--- config.mk ---
export PLATFORM = sky130hd
export DESIGN_NAME = uart_transceiver
export DESIGN_NICKNAME = d
export VERILOG_FILES = /design/src/rtl/uart_pkg.sv /design/src/rtl/uart_sync_fifo.sv /design/src/rtl/uart_transceiver.sv
export SDC_FILE = /design/constraint.sdc
export NUM_CORES = 1
export LEC_CHECK = 0
export CELL_PAD_IN_SITES_DETAIL_PLACEMENT = 0
export CELL_PAD_IN_SITES_GLOBAL_PLACEMENT = 2
export CORE_MARGIN = 8
export CORE_UTILIZATION = 45
export DETAILED_ROUTE_END_ITERATION = 8
export PLACE_DENSITY = 0.86
export SYNTH_ARGS = -nofsm -noshare
export SYNTH_HDL_FRONTEND = slang
export SYNTH_SLANG_ARGS = --single-unit
--- constraint.sdc ---
create_clock -name Clk -period 5.5 [get_ports Clk]
set_clock_uncertainty 0.05 [all_clocks]
set_input_delay 0.825 -clock Clk [delete_from_list [all_inputs] [get_ports Clk]]
set_output_delay 0.825 -clock Clk [all_outputs]
set_load 0.01 [all_outputs]
--- src/rtl/uart_pkg.sv ---
// Shared UART types and constants: FSM state encoding, oversampling ratio,
// mid-bit sample point and a counter-width helper.
package uart_pkg;

  typedef enum logic [2:0] {
    IDLE,
    START,
    DATA,
    PARITY,
    STOP
  } uart_state_e;

  localparam int OVS = 16;
  localparam int MID = 8;

  // Bits needed to count 0..n-1 (at least one bit).
  function automatic int cnt_w(input int n);
    return (n < 2) ? 1 : $clog2(n);
  endfunction

endpackage

--- src/rtl/uart_sync_fifo.sv ---
// Synchronous FIFO for the UART transmit path; pointers carry an extra wrap bit
// so full and empty are distinguished without a separate count.
module uart_sync_fifo #(
  parameter int W     = 8,
  parameter int DEPTH = 16
) (
  input  logic         clk,
  input  logic         rst,
  input  logic         push,
  input  logic [W-1:0] din,
  input  logic         pop,
  output logic [W-1:0] dout,
  output logic         full,
  output logic         empty
);

  localparam int AW = $clog2(DEPTH);

  logic [W-1:0] mem [DEPTH];
  logic [AW:0]  wr_ptr;
  logic [AW:0]  rd_ptr;
  logic         do_push;
  logic         do_pop;

  assign empty   = (wr_ptr == rd_ptr);
  assign full    = (wr_ptr[AW] != rd_ptr[AW]) && (wr_ptr[AW-1:0] == rd_ptr[AW-1:0]);
  assign do_pop  = pop && !empty;
  // A pop in the same cycle frees the slot, so a push on full still lands.
  assign do_push = push && (!full || do_pop);
  assign dout    = mem[rd_ptr[AW-1:0]];

  always_ff @(posedge clk) begin
    if (rst) begin
      wr_ptr <= '0;
      rd_ptr <= '0;
    end else begin
      if (do_push) wr_ptr <= wr_ptr + (AW+1)'(1);
      if (do_pop)  rd_ptr <= rd_ptr + (AW+1)'(1);
    end
  end

  always_ff @(posedge clk) begin
    if (do_push) mem[wr_ptr[AW-1:0]] <= din;
  end

endmodule

--- src/rtl/uart_transceiver.sv ---
// Full-duplex UART: shared 16x oversample tick, FIFO-fed transmitter and a
// mid-bit sampling receiver with a holding register. Define UART_PARITY_EN for a parity bit.
module uart_transceiver
  import uart_pkg::*;
#(
  parameter int DATA_W     = 8,
  parameter int TX_DEPTH   = 16,
  parameter int STOP_BITS  = 1,
  parameter int PARITY_ODD = 0
) (
  input  logic              Clk,
  input  logic              Rst,
  input  logic [15:0]       BaudDiv,
  input  logic              Rx,
  output logic              Tx,
  input  logic [DATA_W-1:0] TxData,
  input  logic              TxValid,
  output logic              TxReady,
  output logic              TxBusy,
  output logic [DATA_W-1:0] RxData,
  output logic              RxValid,
  input  logic              RxReady,
  output logic              RxFrameErr,
  output logic              RxOverrun,
  output logic              RxParityErr
);

  localparam int BIT_W = cnt_w(DATA_W);
  localparam logic [BIT_W-1:0] LAST_BIT = BIT_W'(DATA_W - 1);
  localparam logic PAR_ODD = (PARITY_ODD != 0);

  // ---------------- oversample tick ----------------
  logic [15:0] div_q;
  logic [15:0] tick_cnt;
  logic        tick;

  always_ff @(posedge Clk) begin
    if (Rst) begin
      div_q    <= '0;
      tick_cnt <= '0;
    end else if (div_q == '0 || tick_cnt == div_q - 16'd1) begin
      div_q    <= BaudDiv;
      tick_cnt <= '0;
    end else begin
      tick_cnt <= tick_cnt + 16'd1;
    end
  end

  assign tick = (div_q != '0) && (tick_cnt == div_q - 16'd1);

  // ---------------- transmit ----------------
  uart_state_e       tx_state, tx_state_n;
  logic [3:0]        tx_ovs, tx_ovs_n;
  logic [BIT_W-1:0]  tx_bit, tx_bit_n;
  logic              tx_stop, tx_stop_n;
  logic [DATA_W-1:0] tx_shift, tx_shift_n;
  logic              tx_par, tx_par_n;
  logic              tx_line_n;
  logic              tx_load;
  logic              tx_bit_end;
  logic              fifo_full;
  logic              fifo_empty;
  logic [DATA_W-1:0] fifo_dout;

  uart_sync_fifo #(
    .W     (DATA_W),
    .DEPTH (TX_DEPTH)
  ) u_tx_fifo (
    .clk   (Clk),
    .rst   (Rst),
    .push  (TxValid),
    .din   (TxData),
    .pop   (tx_load),
    .dout  (fifo_dout),
    .full  (fifo_full),
    .empty (fifo_empty)
  );

  assign TxReady    = !fifo_full;
  assign TxBusy     = (tx_state != IDLE) || !fifo_empty;
  assign tx_bit_end = tick && (tx_ovs == 4'(OVS - 1));

  always_comb begin
    tx_state_n = tx_state;
    tx_ovs_n   = tx_ovs;
    tx_bit_n   = tx_bit;
    tx_stop_n  = tx_stop;
    tx_shift_n = tx_shift;
    tx_par_n   = tx_par;
    tx_load    = 1'b0;
    if (tick && tx_state != IDLE) tx_ovs_n = tx_ovs + 4'd1;
    case (tx_state)
      IDLE:   if (tick && !fifo_empty) tx_load = 1'b1;
      START:  if (tx_bit_end) begin
                tx_state_n = DATA;
                tx_bit_n   = '0;
              end
      DATA:   if (tx_bit_end) begin
                tx_shift_n = tx_shift >> 1;
                if (tx_bit == LAST_BIT) begin
                  tx_stop_n = 1'b0;
`ifdef UART_PARITY_EN
                  tx_state_n = PARITY;
`else
                  tx_state_n = STOP;
`endif
                end else begin
                  tx_bit_n = tx_bit + BIT_W'(1);
                end
              end
      PARITY: if (tx_bit_end) begin
                tx_state_n = STOP;
                tx_stop_n  = 1'b0;
              end
      STOP:   if (tx_bit_end) begin
                if (tx_stop == 1'(STOP_BITS - 1)) begin
                  // Chain straight into the next start bit when more data is queued.
                  if (!fifo_empty) tx_load = 1'b1;
                  else             tx_state_n = IDLE;
                end else begin
                  tx_stop_n = 1'b1;
                end
              end
      default: tx_state_n = IDLE;
    endcase
    if (tx_load) begin
      tx_state_n = START;
      tx_ovs_n   = '0;
      tx_shift_n = fifo_dout;
      tx_par_n   = (^fifo_dout) ^ PAR_ODD;
    end
  end

  always_comb begin
    tx_line_n = 1'b1;
    case (tx_state_n)
      START:   tx_line_n = 1'b0;
      DATA:    tx_line_n = tx_shift_n[0];
      PARITY:  tx_line_n = tx_par_n;
      default: tx_line_n = 1'b1;
    endcase
  end

  always_ff @(posedge Clk) begin
    if (Rst) begin
      tx_state <= IDLE;
      tx_ovs   <= '0;
      tx_bit   <= '0;
      tx_stop  <= 1'b0;
      tx_shift <= '0;
      tx_par   <= 1'b0;
      Tx       <= 1'b1;
    end else begin
      tx_state <= tx_state_n;
      tx_ovs   <= tx_ovs_n;
      tx_bit   <= tx_bit_n;
      tx_stop  <= tx_stop_n;
      tx_shift <= tx_shift_n;
      tx_par   <= tx_par_n;
      Tx       <= tx_line_n;
    end
  end

  // ---------------- receive ----------------
  logic              rx_meta, rx_s, rx_prev;
  uart_state_e       rx_state, rx_state_n;
  logic [3:0]        rx_ovs, rx_ovs_n;
  logic [BIT_W-1:0]  rx_bit, rx_bit_n;
  logic [DATA_W-1:0] rx_shift, rx_shift_n;
  logic              rx_wait, rx_wait_n;
  logic              rx_par_bad, rx_par_bad_n;
  logic              rx_done;
  logic              rx_ferr;
  logic              rx_bit_end;

  always_ff @(posedge Clk) begin
    if (Rst) begin
      rx_meta <= 1'b1;
      rx_s    <= 1'b1;
      rx_prev <= 1'b1;
    end else begin
      rx_meta <= Rx;
      rx_s    <= rx_meta;
      rx_prev <= rx_s;
    end
  end

  assign rx_bit_end = tick && (rx_ovs == 4'(OVS - 1));

  always_comb begin
    rx_state_n   = rx_state;
    rx_ovs_n     = rx_ovs;
    rx_bit_n     = rx_bit;
    rx_shift_n   = rx_shift;
    rx_wait_n    = rx_wait;
    rx_par_bad_n = rx_par_bad;
    rx_done      = 1'b0;
    rx_ferr      = 1'b0;
    if (tick && rx_state != IDLE) rx_ovs_n = rx_ovs + 4'd1;
    case (rx_state)
      IDLE:   if (rx_prev && !rx_s) begin
                rx_state_n   = START;
                rx_ovs_n     = '0;
                rx_par_bad_n = 1'b0;
              end
      START:  if (tick && rx_ovs == 4'(MID - 1)) begin
                if (rx_s) begin
                  rx_state_n = IDLE;
                end else begin
                  rx_state_n = DATA;
                  rx_ovs_n   = '0;
                  rx_bit_n   = '0;
                end
              end
      DATA:   if (rx_bit_end) begin
                rx_shift_n = {rx_s, rx_shift[DATA_W-1:1]};
                if (rx_bit == LAST_BIT) begin
                  rx_wait_n = 1'b0;
`ifdef UART_PARITY_EN
                  rx_state_n = PARITY;
`else
                  rx_state_n = STOP;
`endif
                end else begin
                  rx_bit_n = rx_bit + BIT_W'(1);
                end
              end
      PARITY: if (rx_bit_end) begin
                rx_par_bad_n = rx_s != ((^rx_shift) ^ PAR_ODD);
                rx_state_n   = STOP;
              end
      STOP:   if (rx_wait) begin
                // Broken frame: hold off until the line returns high.
                if (rx_s) begin
                  rx_wait_n  = 1'b0;
                  rx_state_n = IDLE;
                end
              end else if (rx_bit_end) begin
                if (rx_s) begin
                  rx_done    = 1'b1;
                  rx_state_n = IDLE;
                end else begin
                  rx_ferr   = 1'b1;
                  rx_wait_n = 1'b1;
                end
              end
      default: rx_state_n = IDLE;
    endcase
  end

  always_ff @(posedge Clk) begin
    if (Rst) begin
      rx_state   <= IDLE;
      rx_ovs     <= '0;
      rx_bit     <= '0;
      rx_shift   <= '0;
      rx_wait    <= 1'b0;
      rx_par_bad <= 1'b0;
    end else begin
      rx_state   <= rx_state_n;
      rx_ovs     <= rx_ovs_n;
      rx_bit     <= rx_bit_n;
      rx_shift   <= rx_shift_n;
      rx_wait    <= rx_wait_n;
      rx_par_bad <= rx_par_bad_n;
    end
  end

  always_ff @(posedge Clk) begin
    if (Rst) begin
      RxData     <= '0;
      RxValid    <= 1'b0;
      RxFrameErr <= 1'b0;
      RxOverrun  <= 1'b0;
    end else begin
      RxFrameErr <= rx_ferr;
      RxOverrun  <= 1'b0;
      if (rx_done) begin
        if (!RxValid || RxReady) begin
          RxData  <= rx_shift;
          RxValid <= 1'b1;
        end else begin
          RxOverrun <= 1'b1;
        end
      end else if (RxReady) begin
        RxValid <= 1'b0;
      end
    end
  end

`ifdef UART_PARITY_EN
  always_ff @(posedge Clk) begin
    if (Rst) RxParityErr <= 1'b0;
    else     RxParityErr <= rx_done && rx_par_bad;
  end
`else
  assign RxParityErr = 1'b0;
`endif

endmodule

==> results.md <==
- Drt via density: 5.53
- CTS buffer count: 25
- Post-synthesis average cell area: 12.8 um^2
- DR vias: 6088
- Critical Path End Type: register
- Beginning of the worst hold path: rx_meta
- DRT Wirelength: 20200 um
- Cells after DPL: 1054
- R2R Setup Slk: 1330 ps
- TNS Setup: 0 ps
- Worst Tran Pin Value: 943 ps
- Final net count: 843
- DP HPWL: 14200 um
- Minimum clock period: 4170 ps
- Post-cts resize count: 0
- Hold Path End: rx_s
- Final Cell Area: 11300 um^2
- Final ANT Viol Nets: 0
- Initial antenna violation count: 0
- Setup violators final: 0
- Hold Crit Class: register to register
- Yosys warns: 0
- Routability cong.: 0.847
- VDD IR max: 310 uV
- Fmax: 240 MHz
- Post-CTS Repair Setup Buffers: 0
- Final Total Pwr: 4.07 mW
- Final critical-path share of the clock period: 75.9%
- Synth unique cells: 67
- First-pass GRT wire length: 33300 um
- CTS max path bufs: 3
- R2R cell count: 10
- DP Area: 10500 um^2
- Root Buffer: clkbuf_16
- Crit path launch type: register
- CTS Sinks: 227
- Normalized max-slew margin: 36.7%
- Layout cell share with drive strength beyond 1: 11.5%
- ANT cells: 0
- Cells after synthesis: 768
- Area of the die: 26900 um^2
- # IOs: 44
- Status: completed
- Clock Latency Late Sink: 530 ps
- CORE AREA: 21600 um^2
- I/O Buffers: 42
- Synth Register Bits: 227
- GRT Residual Overflow: 0
- Hold_buf cts: 0
- Final Non-Filler Cells: 1100
- Worst-path clk slew: 60 ps
- RSZ-0062 raised after global routing: false
- Count of pins over their slew limit: 0
- CTS tree: yes
- Arr. time, crit path: 4540 ps
- Cell Pwr Density: 360 nW/um^2
- Post-synth EDFFs: 128
- Fin util: 52.3%
- H-tree levels: 1
- Max-capacitance violation count: 0
- DIE WIDTH: 164 um
- Largest net degree at the start of global routing: 46
- Rows: 54
- Area Growth Syn to Fin: 15.0%
- Post-synth net total: 810
- Initial Utilization: 45.5%
- Cells on Worst Hold Path: 1
- Post-synth ARST share: 0%
- Vias in the first global route: 6275
- P_leak: 4.02 nW
- All-Layer GR Usage: 15.4%
- Post-route DRC violation count: 0
- Critical path type: register to register
- DR WL/cell: 18.4 um
- Reg-to-reg endpoint: u_tx_fifo.wr_ptr[4]
- Critical path required time: 5870 ps
- Synth Flop Type: edfxtp_1
- Drt first pass iters: 5
- Die Ht: 164 um
- Reg2Reg Launch Point: div_q[6]
- Final Hold Viols: 0
- Seq/Total Area, Yosys: 59.2%
- # fillers: 1835
- Syn Std Cell Area: 9840 um^2
- DRT iter0 DRCs: 366
- Critical path peak fanout: 23
-- through the flow --
step	hold slack, ps	setup WS (ps)
2_1_floorplan	339	2030
3_3_place_gp	354	1480
3_5_place_dp	348	1370
4_1_cts	362	1360
5_1_grt	399	927
6_report	359	1330
-- cells in the mapped netlist, types with 15 or more instances --
master | n | area, um^2
mux2i_1 | 43 | 430
edfxtp_1 | 128 | 3840
and3_1 | 24 | 150
nand3_1 | 17 | 85.1
mux4_2 | 32 | 721
nor2_1 | 91 | 342
nor3_1 | 17 | 85.1
xnor2_1 | 24 | 210
inv_1 | 15 | 56.3
a21oi_1 | 15 | 75.1
xor2_1 | 31 | 272
nand2_1 | 29 | 109
dfxtp_1 | 99 | 1980
clkbuf_1 | 29 | 109
-- critical path, cell delays in order (launching register included) --
cell and delay [ps]:
dfxtp_1 380, nor4_1 550, and4_1 400, nand2_1 80, nor4_1 380, o32ai_1 290
nor4b_4 310, buf_4 300, o21a_1 490, and3_1 480, mux2_1 360
-- flip-flops by register name, indices dropped and copies added, names as in the netlist, 3 cells and up, named ones only --
register          count
u_tx_fifo.wr_ptr      5
tx_bit                3
tx_shift              8
tx_ovs                4
tx_state              3
div_q                16
rx_bit                3
u_tx_fifo.mem       128
u_tx_fifo.rd_ptr      5
rx_state              3
RxData                8
rx_ovs                4
tick_cnt             16
rx_shift              8
-- power by group --
group / internal, mW / switching (mW)
combinational: 0.234 / 0.312
clock: 0.976 / 0.654
sequential: 1.84 / 0.0541
-- per-layer routing --
| metal | share of wire, % | global-route usage [%] |
|---|---|---|
| met1 | 43 | 19.1 |
| met2 | 51 | 27.1 |
| met3 | 4.8 | 2.76 |
| met5 | 0 | 0 |
| met4 | 1.6 | 4.38 |
-- layout make-up --
type | count | area, um^2 | share of cell area [%]
Sequential cell | 227 | 5830 | 51.5
Multi-Input combinational cell | 484 | 3800 | 33.6
Clock buffer | 34 | 689 | 6.09
Timing Repair Buffer | 48 | 460 | 4.07
Tap cell | 280 | 350 | 3.10
Clock inverter | 12 | 129 | 1.14
Inverter | 15 | 56.3 | 0.498
-- cells in the final DEF (no fill, tap or decap), types with 9 or more instances in the layout --
cell type,instances
and2_1,14
and3_1,24
nand3_1,17
a22o_1,9
mux4_2,32
xor2_1,31
nor2b_1,12
clkdlybuf4s50_1,41
mux2i_1,43
clkbuf_16,25
edfxtp_1,128
nor3_1,17
xnor2_1,24
a211oi_1,11
a21oi_1,15
ha_1,13
inv_1,15
nor2_1,91
nand4_1,11
dfxtp_1,97
nand2_1,29
-- cells by family after synthesis --
kind of cell	synth area share, %
AO/OA/AOI/OAI	6.55
XOR/XNOR	4.89
adder cells (fa/ha/maj)	1.65
buffers and inverters	2.33
flip-flops	59.2
multiplexers	12.2
other	0.0381
AND/OR/NAND/NOR	13.2
-- worst max-delay path by stage --
| stage | from | end | slack (ps) | cells past startpoint |
|---|---|---|---|---|
| finish | div_q[6] | u_tx_fifo.wr_ptr[4] | 1330 | 10 |
| global route | div_q[6] | u_tx_fifo.wr_ptr[4] | 930 | 10 |
| CTS | div_q[6] | u_tx_fifo.wr_ptr[4] | 1360 | 10 |
| detailed placement | div_q[2] | u_tx_fifo.wr_ptr[4] | 1370 | 10 |
| global placement | div_q[2] | u_tx_fifo.wr_ptr[4] | 1480 | 10 |
| floorplan | div_q[3] | u_tx_fifo.mem[3][0] | 2030 | 10 |
Power figures use the tool's default switching activity.
